## config.mk

```make
export PLATFORM = sky130hd
export DESIGN_NAME = wb_arbiter
export DESIGN_NICKNAME = d
export VERILOG_FILES = /design/src/rtl/common_params.sv /design/src/rtl/wb_fifo2.sv /design/src/rtl/wb_arbiter.sv
export SDC_FILE = /design/constraint.sdc
export NUM_CORES = 1
export LEC_CHECK = 0
export CAP_MARGIN = 15
export CORE_UTILIZATION = 25
export DETAILED_ROUTE_END_ITERATION = 8
export GPL_TIMING_DRIVEN = 0
export HOLD_SLACK_MARGIN = 0.08
export SLEW_MARGIN = 20
export SYNTH_ARGS = -nofsm -noshare
export SYNTH_HDL_FRONTEND = slang
export SYNTH_SLANG_ARGS = --single-unit
```

## constraint.sdc

```tcl
create_clock -name clk -period 4.2 [get_ports clk]
set_clock_uncertainty 0.1 [all_clocks]
set_input_delay 0.84 -clock clk [delete_from_list [all_inputs] [get_ports clk]]
set_output_delay 0.84 -clock clk [all_outputs]
set_load 0.005 [all_outputs]
```

## src/rtl/common_params.sv

```systemverilog
// Shared widths and types for the writeback datapath.
// Latency: n/a (types and constants only).
// Backpressure: n/a.
package common_params;

  // Register-file data width
  localparam int BITS = 32;

  // Register address width (32 architectural registers)
  localparam int RD_W = 5;

  // Default number of cycles a non-empty coprocessor FIFO may be starved
  localparam int STARVE_MAX_DEF = 4;

  // One buffered coprocessor result
  typedef struct packed {
    logic [RD_W-1:0] rd;
    logic [BITS-1:0] data;
  } wb_entry_t;

endpackage

```

## src/rtl/wb_fifo2.sv

```systemverilog
// Two-entry FIFO holding coprocessor results awaiting a writeback slot.
// Latency: a pushed entry is visible at the head the cycle after the push.
// Backpressure: full is exposed to the caller; pushes while full and pops while empty are ignored.
module wb_fifo2
  import common_params::*;
(
  input  logic      clk,
  input  logic      rst_n,
  input  logic      push,
  input  wb_entry_t push_dat,
  input  logic      pop,
  output wb_entry_t head_dat,
  output logic      empty,
  output logic      full
);

  wb_entry_t  mem [2];
  logic       wr_ptr;
  logic       rd_ptr;
  logic [1:0] count;
  logic       push_ok;
  logic       pop_ok;

  assign empty    = (count == 2'd0);
  assign full     = (count == 2'd2);
  assign push_ok  = push && !full;
  assign pop_ok   = pop && !empty;
  assign head_dat = mem[rd_ptr];

  // Storage, wrapping pointers and occupancy; reset drops anything buffered
  always_ff @(posedge clk) begin
    if (!rst_n) begin
      mem[0] <= '0;
      mem[1] <= '0;
      wr_ptr <= 1'b0;
      rd_ptr <= 1'b0;
      count  <= 2'd0;
    end else begin
      if (push_ok) begin
        mem[wr_ptr] <= push_dat;
        wr_ptr      <= ~wr_ptr;
      end
      if (pop_ok) begin
        rd_ptr <= ~rd_ptr;
      end
      case ({push_ok, pop_ok})
        2'b10:   count <= count + 2'd1;
        2'b01:   count <= count - 2'd1;
        default: count <= count;
      endcase
    end
  end

endmodule

```

## src/rtl/wb_arbiter.sv

```systemverilog
// Merges pipeline and coprocessor writebacks onto one register-file write port (optional scoreboard: WB_SCOREBOARD_EN).
// Latency: write port is registered one cycle after selection; coprocessor results wait at least one cycle in the FIFO.
// Backpressure: pipeline never stalled here; cop_ready drops when the 2-entry FIFO is full, stall_req asks for a bubble.
module wb_arbiter
  import common_params::*;
#(
  parameter int STARVE_MAX = STARVE_MAX_DEF
) (
  input  logic            clk,
  input  logic            rst_n,
  input  logic            pipe_valid,
  input  logic [RD_W-1:0] pipe_rd,
  input  logic [BITS-1:0] pipe_data,
  input  logic            cop_valid,
  output logic            cop_ready,
  input  logic [RD_W-1:0] cop_rd,
  input  logic [BITS-1:0] cop_data,
  input  logic            issue_valid,
  input  logic [RD_W-1:0] issue_rd,
  input  logic [RD_W-1:0] sr1,
  input  logic [RD_W-1:0] sr2,
  output logic            sr1_pending,
  output logic            sr2_pending,
  output logic            stall_req,
  output logic            err_waw,
  output logic            wb_wen,
  output logic [RD_W-1:0] wb_rd,
  output logic [BITS-1:0] wb_data
);

  localparam int               CNT_W   = $clog2(STARVE_MAX + 1);
  localparam logic [CNT_W-1:0] CNT_MAX = CNT_W'(STARVE_MAX);

  logic             pipe_sel;
  logic             push;
  logic             pop;
  logic             fifo_empty;
  logic             fifo_full;
  wb_entry_t        push_dat;
  wb_entry_t        head_dat;
  logic [CNT_W-1:0] starve_cnt;

  // Pipe always wins; the FIFO head only drains in slots the pipe leaves free
  assign pipe_sel  = pipe_valid && (pipe_rd != '0);
  assign cop_ready = !fifo_full;
  assign push      = cop_valid && cop_ready;
  assign pop       = !fifo_empty && !pipe_sel;
  assign push_dat  = '{rd: cop_rd, data: cop_data};

  wb_fifo2 u_fifo (
    .clk      (clk),
    .rst_n    (rst_n),
    .push     (push),
    .push_dat (push_dat),
    .pop      (pop),
    .head_dat (head_dat),
    .empty    (fifo_empty),
    .full     (fifo_full)
  );

  // Registered write port; rd=0 entries drain silently, idle cycles hold rd/data
  always_ff @(posedge clk) begin
    if (!rst_n) begin
      wb_wen  <= 1'b0;
      wb_rd   <= '0;
      wb_data <= '0;
    end else if (pipe_sel) begin
      wb_wen  <= 1'b1;
      wb_rd   <= pipe_rd;
      wb_data <= pipe_data;
    end else if (pop) begin
      wb_wen  <= (head_dat.rd != '0);
      wb_rd   <= head_dat.rd;
      wb_data <= head_dat.data;
    end else begin
      wb_wen  <= 1'b0;
    end
  end

  // Count consecutive cycles the FIFO waits behind the pipe, saturating at the limit
  always_ff @(posedge clk) begin
    if (!rst_n) begin
      starve_cnt <= '0;
    end else if (pop || fifo_empty) begin
      starve_cnt <= '0;
    end else if (pipe_sel && (starve_cnt != CNT_MAX)) begin
      starve_cnt <= starve_cnt + CNT_W'(1);
    end
  end

  // Ask for a bubble once starved or full; any drain releases it next cycle
  always_ff @(posedge clk) begin
    if (!rst_n) begin
      stall_req <= 1'b0;
    end else begin
      stall_req <= !pop && ((starve_cnt == CNT_MAX) || fifo_full);
    end
  end

`ifdef WB_SCOREBOARD_EN
  logic [31:0] pend;
  logic [31:0] set_mask;
  logic [31:0] clr_mask;

  // Bitmap updates: issue sets, drain clears, set wins on the same register
  always_comb begin
    set_mask = '0;
    clr_mask = '0;
    if (issue_valid && (issue_rd != '0)) begin
      set_mask[issue_rd] = 1'b1;
    end
    if (pop) begin
      clr_mask[head_dat.rd] = 1'b1;
    end
  end

  // Pending bitmap; register 0 is hardwired and never tracked
  always_ff @(posedge clk) begin
    if (!rst_n) begin
      pend <= '0;
    end else begin
      pend <= ((pend & ~clr_mask) | set_mask) & ~32'd1;
    end
  end

  // Sticky flag: pipeline overwrote a register still owed by the coprocessor
  always_ff @(posedge clk) begin
    if (!rst_n) begin
      err_waw <= 1'b0;
    end else if (pipe_sel && pend[pipe_rd]) begin
      err_waw <= 1'b1;
    end
  end

  // Lookups read the pre-update bitmap, so a same-cycle clear still reads pending
  assign sr1_pending = pend[sr1];
  assign sr2_pending = pend[sr2];
`else
  logic unused_sb;

  assign sr1_pending = 1'b0;
  assign sr2_pending = 1'b0;
  assign err_waw     = 1'b0;
  assign unused_sb   = ^{issue_valid, issue_rd, sr1, sr2};
`endif

endmodule

```

# Yosys cells after proc, flatten, opt, wreduce, memory -nomap -nowiden
# Memories as Yosys holds them, arrays and structs flattened. A register that Yosys moved wholly into a read port is not among the register bits.
# Cells that the tools add are included.
[word_totals]
reg_bits = 46
ram_bits = 74
output_inout_bits = 43
mem_count = 1
[mem_list]
columns = ["memory", "depth", "word_bits", "read_ports", "rd_ports_with_merged_regs", "write_ports", "line", "text"]
rows = [
  ["u_fifo.mem", 2, 37, 1, 1, 2, "wb_fifo2.sv:17", "wb_entry_t mem [2];"],
]
[classes]
add_sub_neg = 3
eq_ne = 5
n_mux = 16
n_bitwise = 3
n_reduce_logical = 20
[op_table]
columns = ["operator", "n"]
rows = [
  ["32-bit two-way mux", 2],
  ["37-bit two-way mux", 1],
  ["37-bit OR reduction", 1],
  ["1-bit two-way mux", 10],
  ["5-bit two-way mux", 2],
  ["5-bit nonzero test", 2],
  ["1-bit logical AND", 7],
  ["2-bit == test, second input constant", 2],
  ["1-bit logical NOT", 4],
  ["2-bit one-hot mux with 2 select lines", 1],
  ["2-bit nonzero test", 2],
  ["3-bit by 1-bit adder with 3-bit output, second input constant", 1],
  ["3-bit == test, second input constant", 1],
  ["3-bit != test, second input constant", 1],
  ["1-bit inverter", 3],
  ["2-bit by 1-bit adder with 2-bit output, second input constant", 1],
  ["2-bit by 1-bit == test with 1-bit output, second input constant", 1],
  ["2-bit logical NOT", 1],
  ["1-bit logical OR", 2],
  ["2-bit OR reduction", 1],
  ["2-bit by 1-bit subtractor with 2-bit output, second input constant", 1],
]

# Longest topological paths before layout
# Gate-level depths: netlist (run 1).
[depth]
word_depth = 9
mapped_depth = 7
ltp_nobuf = 7

# Cells and area by module
# A second synthesis (run 1) with hierarchy kept.
[hier_totals]
cells_unflattened = 498
area_unflattened_um2 = 5494.0
[modules_own_cells]
columns = ["module", "instances", "cells_each", "area_each_um2"]
rows = [
  ["wb_fifo2", 1, 266, 3384.5],
  ["wb_arbiter", 1, 232, 2109.5],
]

# Least setup slack after synthesis (run 1)
# OpenSTA, ideal clock, no wires.
[synth_path]
kind = "in2reg"
from = "in rst_n"
to = "mem u_fifo.mem[1][0] (netlist name) (enable)"
setup_time_ps = 483
t_arrival_ps = 3547
required_ps = 3617
path_slack_ps = 71
cell_stages = 2
path_cell_list = "nand2_1 -> o21ai_0"
[synth_lines]
columns = ["item", "line", "text"]
rows = [
  ["start, declared", "wb_arbiter.sv:10", "input logic rst_n,"],
  ["end, declared", "wb_fifo2.sv:17", ""],
]

==> tab_implementation.tex, run 1 <==
\begin{tabular}{lr}
\hline
Metric & Value \\
\hline
\multicolumn{2}{l}{\textbf{Status}} \\
Status & complete, no violations \\
\multicolumn{2}{l}{\textbf{Global route}} \\
Via count of the first global-routing pass & around 4000 \\
Gr ovfl total & 0 \\
Global-route usage over all layers & between 10 and 15\% \\
Wire length of the first global-routing pass & roughly 23000 um \\
Number of antenna violations at the first check in global routing & 0 \\
Pin count of the biggest net entering global routing & 23 \\
\multicolumn{2}{l}{\textbf{Yosys}} \\
Number of synthesized flops with an enable pin & 74 \\
Number of distinct library cell variants in the gate-level netlist after synthesis & 39 \\
Area fraction in compound gates after synthesis & under 10\% \\
Post-synthesis mux area share & 12.08\% \\
Per-instance average area after synthesis & around 12 um\^{}2 \\
Most frequently used flop master after synthesis & sky130\_fd\_sc\_hd\_\_edfxtp\_1 \\
Combinational family with the most area after synthesis & simple AND/OR/NAND/NOR gates \\
Adder-Cell Fraction of Synth Area & less than 1\% \\
Top area cells in the synthesized netlist & sky130\_fd\_sc\_hd\_\_edfxtp\_1 40\%, sky130\_fd\_sc\_hd\_\_dfxtp\_1 17\%, sky130\_fd\_sc\_hd\_\_mux2i\_1 12\%, sky130\_fd\_sc\_hd\_\_and2\_1 8.3\%, sky130\_fd\_sc\_hd\_\_a211o\_1 5.0\% \\
Post-synthesis share of cell area spent on xor and xnor gates & 0.4733\% \\
Async set-reset flop share out of synthesis & 0\% \\
Post-synthesis instance area & around 5600 um\^{}2 \\
Flops \& latches, synth & 121 \\
Area share of the largest cell type after synthesis & between 40\% and 50\% \\
Post-Synth Simple-Gate Area & 17.08\% \\
Cells after Synth & between 400 and 500 \\
Largest area contributor in the synthesized netlist & sky130\_fd\_sc\_hd\_\_edfxtp\_1 \\
Count of yosys warnings during synthesis & 0 \\
Share of synthesized area occupied by flip-flops and latches & 56.98\% \\
\multicolumn{2}{l}{\textbf{Timing}} \\
Post-layout minimum cycle time & 3.161 ns \\
Transition time at the pin with the least slew margin & approximately 0.73 ns \\
Worst-case headroom to the max-slew limit & 51.31\% \\
Ratio of final minimum period to clock period & roughly three quarters \\
Final number of hold-violating endpoints & 0 \\
Setup violators final & 0 \\
RSZ-0062 raised after global routing & false \\
Slew Viols, Final & 0 \\
Hold Slack & about 0.38 ns \\
Achievable clock frequency & 316.3 MHz \\
\multicolumn{2}{l}{\textbf{Floorplan}} \\
Row count & 54 \\
I/O pins & about 140 \\
Core footprint & 21820 um\^{}2 \\
Initial core utilization & approximately 25\% \\
Die H & 151.0 um \\
Die area & 22810 um\^{}2 \\
Horiz. Die Dim & about 150 um \\
\multicolumn{2}{l}{\textbf{Drt}} \\
Number of vias after detailed routing & around 4000 \\
First drt pass iteration count & 4 \\
DRC violation total after the first TritonRoute iteration & between 200 and 250 \\
Total DRC errors in the routed layout & 0 \\
Post-route antenna net violation count & 0 \\
WL per Instance & $\sim$17 um \\
Wire length reported by the detailed router & $\sim$15000 um \\
Via density & 4.442 \\
\multicolumn{2}{l}{\textbf{Worst setup path}} \\
Startpoint-to-endpoint class of the critical path & input pin to flop \\
Critical path buffer and inverter count & 4 \\
Critical path startpoint category & input pin \\
Ordered cell list for the critical path & clkdlybuf4s50\_1, clkbuf\_1, buf\_1, nand2\_2, buf\_16 \\
Cell with the largest stage delay on the worst path & sky130\_fd\_sc\_hd\_\_clkdlybuf4s50\_1 \\
Required time reported for the critical path endpoint & $\sim$4.3 ns \\
Highest fanout seen on the critical path & 22 \\
Data arrival time of the worst path & 3.23 ns \\
Delay of the slowest cell on the worst path & approximately 0.58 ns \\
Cell family contributing the most delay on the critical path & buffers and inverters \\
Kind of end point of the critical path & flop \\
\multicolumn{2}{l}{\textbf{Power}} \\
Switching power & 1.354 mW \\
Net switching fraction of the power & a little under a third \\
Share of total power in sequential cells & a little over a third \\
Maximum resistive drop on vdd & around 320 uV \\
Internal cell power & approximately 3.2 mW \\
Leakage power total & 2.936 nW \\
Part of the power in the clock network & 33.1\% \\
Pwr/cell area & 579.2 nW/um\^{}2 \\
Combinational Power Share & a little under a third \\
\multicolumn{2}{l}{\textbf{Finish}} \\
Net total in the final layout & between 700 and 800 \\
Antenna diode count & 0 \\
Layout cell share with drive strength beyond 1 & under 10\% \\
Signed area change from the synthesized netlist to the final layout & 40.12\% \\
Most used cells in the layout excluding fill and tap cells & 116 x sky130\_fd\_sc\_hd\_\_clkdlybuf4s50\_1, 74 x sky130\_fd\_sc\_hd\_\_and2\_1, 74 x sky130\_fd\_sc\_hd\_\_edfxtp\_1 \\
Multi-input combinational cell area & 2196 um\^{}2 \\
Fill cell instance count of the final layout & $\sim$2200 \\
Sequential Area & 3163 um\^{}2 \\
Final standard cell count with taps included and fillers excluded & $\sim$900 \\
Most frequent standard cell in the layout excluding fill and tap cells & sky130\_fd\_sc\_hd\_\_clkdlybuf4s50\_1 \\
\multicolumn{2}{l}{\textbf{CTS}} \\
Clock sink count & between 100 and 150 \\
Clock Tree Root & sky130\_fd\_sc\_hd\_\_clkbuf\_16 \\
H-tree levels & 4 \\
Clock tree buffer depth & 2 \\
TritonCTS Buffers & 17 \\
Buffers inserted by post-CTS timing repair & 0 \\
Post-CTS sizing & 0 \\
Reg clk slew, reported paths & around 0.06 ns \\
CTS tree & yes \\
Clk Latency, worst-skew pair & 0.42 ns \\
Hold-fix buffer count after cts & 0 \\
\multicolumn{2}{l}{\textbf{Placement}} \\
Quantity of I/O buffers inserted on ports & roughly 120 \\
Cell count after placement & around 870 \\
Estimated wirelength of the detail-placed design & 10930 um \\
Global placement routability congestion & $\sim$0.74 \\
\multicolumn{2}{l}{\textbf{Min path}} \\
Hold Crit Class & flop to flop \\
\multicolumn{2}{l}{\textbf{Flow run}} \\
Maximum Capacitance Violations & 0 \\
\hline
\end{tabular}
final cells by class:
cell class                 count  area share [%]
buffer                        40           2.622
clock buffer                  19           5.823
clock inverter                12           1.930
inverter                       5          0.2413
multi-input combinational    308           28.23
sequential                   121           40.66
tap                          280           4.504
timing repair buffer         119           15.99
registers in the layout, summed over array words and instances (netlist names), named ones only:
| register | cells |
|---|---|
| stall_req | 1 |
| starve_cnt | 3 |
| u_fifo.count | 2 |
| u_fifo.mem | 74 |
| u_fifo.rd_ptr | 1 |
| u_fifo.wr_ptr | 1 |
| wb_data | 32 |
| wb_rd | 5 |
| wb_wen | 1 |
cells by family (layout without fill, tap and decap cells):
| group | count (synthesis) | count (layout) |
|---|---|---|
| compound gates | 59 | 59 |
| xor+xnor | 3 | 3 |
| fa+ha+maj | 3 | 3 |
| buf+inv | 45 | 195 |
| flops | 121 | 121 |
| mux | 67 | 67 |
| other cells | 1 | 3 |
| simple gates | 173 | 173 |
Yosys cell counts, drive strengths merged, types with 2 or more instances:
cell,count
and2,74
edfxtp,74
mux2i,67
dfxtp,47
nand2,39
nor3,38
a211o,32
buf,21
clkbuf,19
o21ai,9
nor2b,6
o31ai,6
a211oi,5
inv,5
nand3,5
ha,3
or3,3
a21oi,2
nor2,2
o32ai,2
xnor2,2
power groups by stage:
stage,Combinational (mW),Sequential [mW],Clock (mW)
2_1_floorplan,0.823,1.62,0
3_5_place_dp,1.42,1.63,0
6_report,1.41,1.60,1.49
4_1_cts,1.42,1.61,1.52
5_1_grt,1.55,1.63,1.57
3_3_place_gp,1.39,1.64,0
worst register-to-register path: stages (launching register included):
cell and delay [ns]:
sky130_fd_sc_hd__dfxtp_1 0.33, sky130_fd_sc_hd__buf_2 0.24, sky130_fd_sc_hd__nor2_1 0.17, sky130_fd_sc_hd__o41ai_4 0.46, sky130_fd_sc_hd__ha_1 0.34, sky130_fd_sc_hd__or3_1 0.37
sky130_fd_sc_hd__a21oi_1 0.14
path summary, 6_finish.rpt:
| kind | from | endpoint | slack, ns | cells past startpoint |
|---|---|---|---|---|
| max reg2reg | u_fifo.count[0] | u_fifo.count[1] | 1.98 | 6 |
| max | rst_n | u_fifo.mem[0][30] | 1.04 | 5 |
| min | u_fifo.rd_ptr | u_fifo.rd_ptr | 0.38 | 2 |
| min reg2reg | u_fifo.rd_ptr | u_fifo.rd_ptr | 0.38 | 2 |
metal layers:
metal  vias up  wire length, um  GRT usage, %  share of wire, %
li1       1984                -             -                 -
met1      1927             6652         16.29                44
met2        81             7321         22.98                49
met3        24              720         3.976               4.8
met4         0              374         6.750               2.5
met5         -                0             0                 0
metrics by stage:
step                      util [%]  setup TNS [ns]  power (mW)  setup WS, ns  instance area [um^2]
after global placement       32.40          -97.67       3.026        -2.442                  7071
after detailed placement     32.84               0       3.048        0.6237                  7167
after floorplan                  -               0       2.444       0.07079                  5559
after CTS                    35.60               0       4.554         1.062                  7770
after global routing         35.64               0       4.747        0.9233                  7779
final                        35.64               0       4.505         1.039                  7779
No activity file was read; power rests on OpenSTA's default activity.
==> run 2, diff against run 1 <==
- clock period: 4.2 -> 2.6 ns (I/O delays scaled with it)
==> run 2 against run 1 <==
Against the previous run: first-iteration DRC count grew 18%; critical path depth shrank 2; critical path type is now flop to output port; count of clock-buffer cells in the layout grew 5; via count grew 2.0%; global-route usage is essentially flat; final area shrank 0.76%; register-to-register slack lost 1.7 ns; wire length is essentially flat; power grew 58%.
==> tab_implementation.tex, run 2 (synthesis results as in run 1) <==
\begin{tabular}{lr}
\hline
Metric & Value \\
\hline
\multicolumn{2}{l}{\textbf{Drt}} \\
Number of vias after detailed routing & about 4100 \\
Wire length reported by the detailed router & between 15000 and 20000 um \\
First drt pass iteration count & 5 \\
WL per Instance & 16.66 um \\
DRC violation total after the first TritonRoute iteration & 266 \\
Via density & $\sim$4.5 \\
Post-route antenna net violation count & 0 \\
Total DRC errors in the routed layout & 0 \\
\multicolumn{2}{l}{\textbf{Placement}} \\
Global placement routability congestion & between 0.7 and 0.8 \\
Estimated wirelength of the detail-placed design & 10950 um \\
Quantity of I/O buffers inserted on ports & $\sim$120 \\
Cell count after placement & just under 900 \\
Cell area after placement & about 7100 um\^{}2 \\
Worst slack at placement & -0.6691 ns \\
\multicolumn{2}{l}{\textbf{Finish}} \\
Fill cell instance count of the final layout & about 2200 \\
Sequential Area & $\sim$3200 um\^{}2 \\
Layout cell share with drive strength beyond 1 & 8.960\% \\
Number of flip-flops in the largest register & 74 \\
Largest registers & u\_fifo.mem (74), wb\_data (32), wb\_rd (5) \\
Area of all placed cells without fillers & $\sim$7700 um\^{}2 \\
Most frequent standard cell in the layout excluding fill and tap cells & sky130\_fd\_sc\_hd\_\_clkdlybuf4s50\_1 \\
Final standard cell count with taps included and fillers excluded & 905 \\
Most flop-heavy register & u\_fifo.mem \\
Fin util & between 30 and 40\% \\
Most used cells in the layout excluding fill and tap cells & 116 x sky130\_fd\_sc\_hd\_\_clkdlybuf4s50\_1, 74 x sky130\_fd\_sc\_hd\_\_and2\_1, 74 x sky130\_fd\_sc\_hd\_\_edfxtp\_1 \\
Signed area change from the synthesized netlist to the final layout & 39.06\% \\
Net total in the final layout & 709 \\
Antenna diode count & 0 \\
Multi-input combinational cell area & between 2000 and 2500 um\^{}2 \\
\multicolumn{2}{l}{\textbf{Global route}} \\
Gr ovfl total & 0 \\
Pin count of the biggest net entering global routing & 24 \\
Wire length of the first global-routing pass & around 23000 um \\
Via count of the first global-routing pass & slightly above 4000 \\
Global-route usage over all layers & between 10\% and 20\% \\
Number of antenna violations at the first check in global routing & 0 \\
\multicolumn{2}{l}{\textbf{Min path}} \\
Hold Path Origin & u\_fifo.rd\_ptr \\
Hold Crit Class & flop to flop \\
\multicolumn{2}{l}{\textbf{Floorplan}} \\
Die H & around 150 um \\
Horiz. Die Dim & 151.0 um \\
Row count & 54 \\
I/O pins & around 140 \\
Initial core utilization & between 20\% and 30\% \\
Core footprint & 21820 um\^{}2 \\
Die area & 22810 um\^{}2 \\
\multicolumn{2}{l}{\textbf{Flow run}} \\
Maximum Capacitance Violations & 0 \\
\multicolumn{2}{l}{\textbf{CTS}} \\
TritonCTS Buffers & 17 \\
Clock Tree Root & sky130\_fd\_sc\_hd\_\_clkbuf\_16 \\
CTS tree & yes \\
Hold-fix buffer count after cts & 0 \\
Buffers inserted by post-CTS timing repair & 0 \\
Clock tree buffer depth & 2 \\
Clk Latency, worst-skew pair & $\sim$0.4 ns \\
Clock sink count & 121 \\
Reg clk slew, reported paths & approximately 0.050 ns \\
H-tree levels & 4 \\
\multicolumn{2}{l}{\textbf{Power}} \\
Share of total power in sequential cells & a little over a third \\
Leakage power total & around 3 nW \\
Switching power & $\sim$2.1 mW \\
Overall power of the completed layout & $\sim$7.1 mW \\
Pwr/cell area & around 920 nW/um\^{}2 \\
Net switching fraction of the power & 30.27\% \\
Internal cell power & between 4 and 5 mW \\
Maximum resistive drop on vdd & 456.3 uV \\
Combinational Power Share & approximately a third \\
Part of the power in the clock network & 31.4\% \\
\multicolumn{2}{l}{\textbf{Timing}} \\
Setup violators final & 0 \\
Transition time at the pin with the least slew margin & about 0.7 ns \\
Final number of hold-violating endpoints & 0 \\
Setup tns final & 0 ns \\
RSZ-0062 raised after global routing & false \\
Achievable clock frequency & 403.9 MHz \\
Post-layout minimum cycle time & $\sim$2.5 ns \\
Hold Slack & between 0.3 and 0.4 ns \\
Slew Viols, Final & 0 \\
Ratio of final minimum period to clock period & 95.23\% \\
Worst-case headroom to the max-slew limit & a little over half \\
Post-layout worst setup margin & around 0.12 ns \\
\multicolumn{2}{l}{\textbf{Worst setup path}} \\
Kind of end point of the critical path & output port \\
Highest fanout seen on the critical path & 6 \\
Required time reported for the critical path endpoint & approximately 2.0 ns \\
Ordered cell list for the critical path & nor2b\_1, inv\_1, clkdlybuf4s50\_1 \\
Source of the worst register-to-register timing path & u\_fifo.count[1] \\
Startpoint-to-endpoint class of the critical path & flop to output port \\
Delay of the slowest cell on the worst path & approximately 0.48 ns \\
Cell with the largest stage delay on the worst path & sky130\_fd\_sc\_hd\_\_nor2b\_1 \\
Critical path startpoint category & flop \\
Data arrival time of the worst path & 1.86 ns \\
CP Launch Point & u\_fifo.count[1] \\
\multicolumn{2}{l}{\textbf{Status}} \\
Status & complete, no violations \\
\hline
\end{tabular}
[run 2: cell count changes in the layout (fill, tap and decap cells not counted), sizes merged]
cell / change
clkinvlp: -3
clkbuf: +5
bufinv: -2
clkinv: +1
[run 2: metal layers]
metal  GRT usage (%)  share of wire, %  up-vias
met5               0                 0        -
li1                -                 -     1986
met1           17.61                45     1989
met2           22.39                48      110
met4           5.250               1.4        0
met3           3.404               5.0       13
[run 2: what timing repair did]
item,in CTS,in global routing
endpoints found under the setup margin,72,23
cloned,0,0
resized for setup,2,2
[run 2: cell type report]
class / count / share of cell area, %
Clock inverter: 8 / 0.8914
Buffer: 40 / 2.674
Sequential cell: 121 / 40.97
Timing Repair Buffer: 119 / 15.85
Clock buffer: 24 / 6.386
Inverter: 5 / 0.2431
Tap cell: 280 / 4.538
Multi-Input combinational cell: 308 / 28.44
[run 2: worst max-delay path: cells and delay by family (launching register included)]
family / cells / cell delay (ns)
DFF: 1 / 0.32
and+or+nand+nor: 1 / 0.48
buffers and inverters: 2 / 0.65
[run 2: path summary, 6_finish.rpt]
path / end / slack [ns] / cells after the start
max: cop_ready / 0.12 / 3
min: flop / 0.39 / 2
max reg2reg: u_fifo.count[1] / 0.30 / 6
min reg2reg: flop / 0.39 / 2
[run 2: power groups by stage]
stage	combinational [mW]	clock, mW	sequential (mW)
floorplan	1.33	0	2.61
global placement	2.25	0	2.64
detailed placement	2.30	0	2.64
CTS	2.31	2.28	2.60
global route	2.50	2.35	2.63
finish	2.27	2.23	2.60
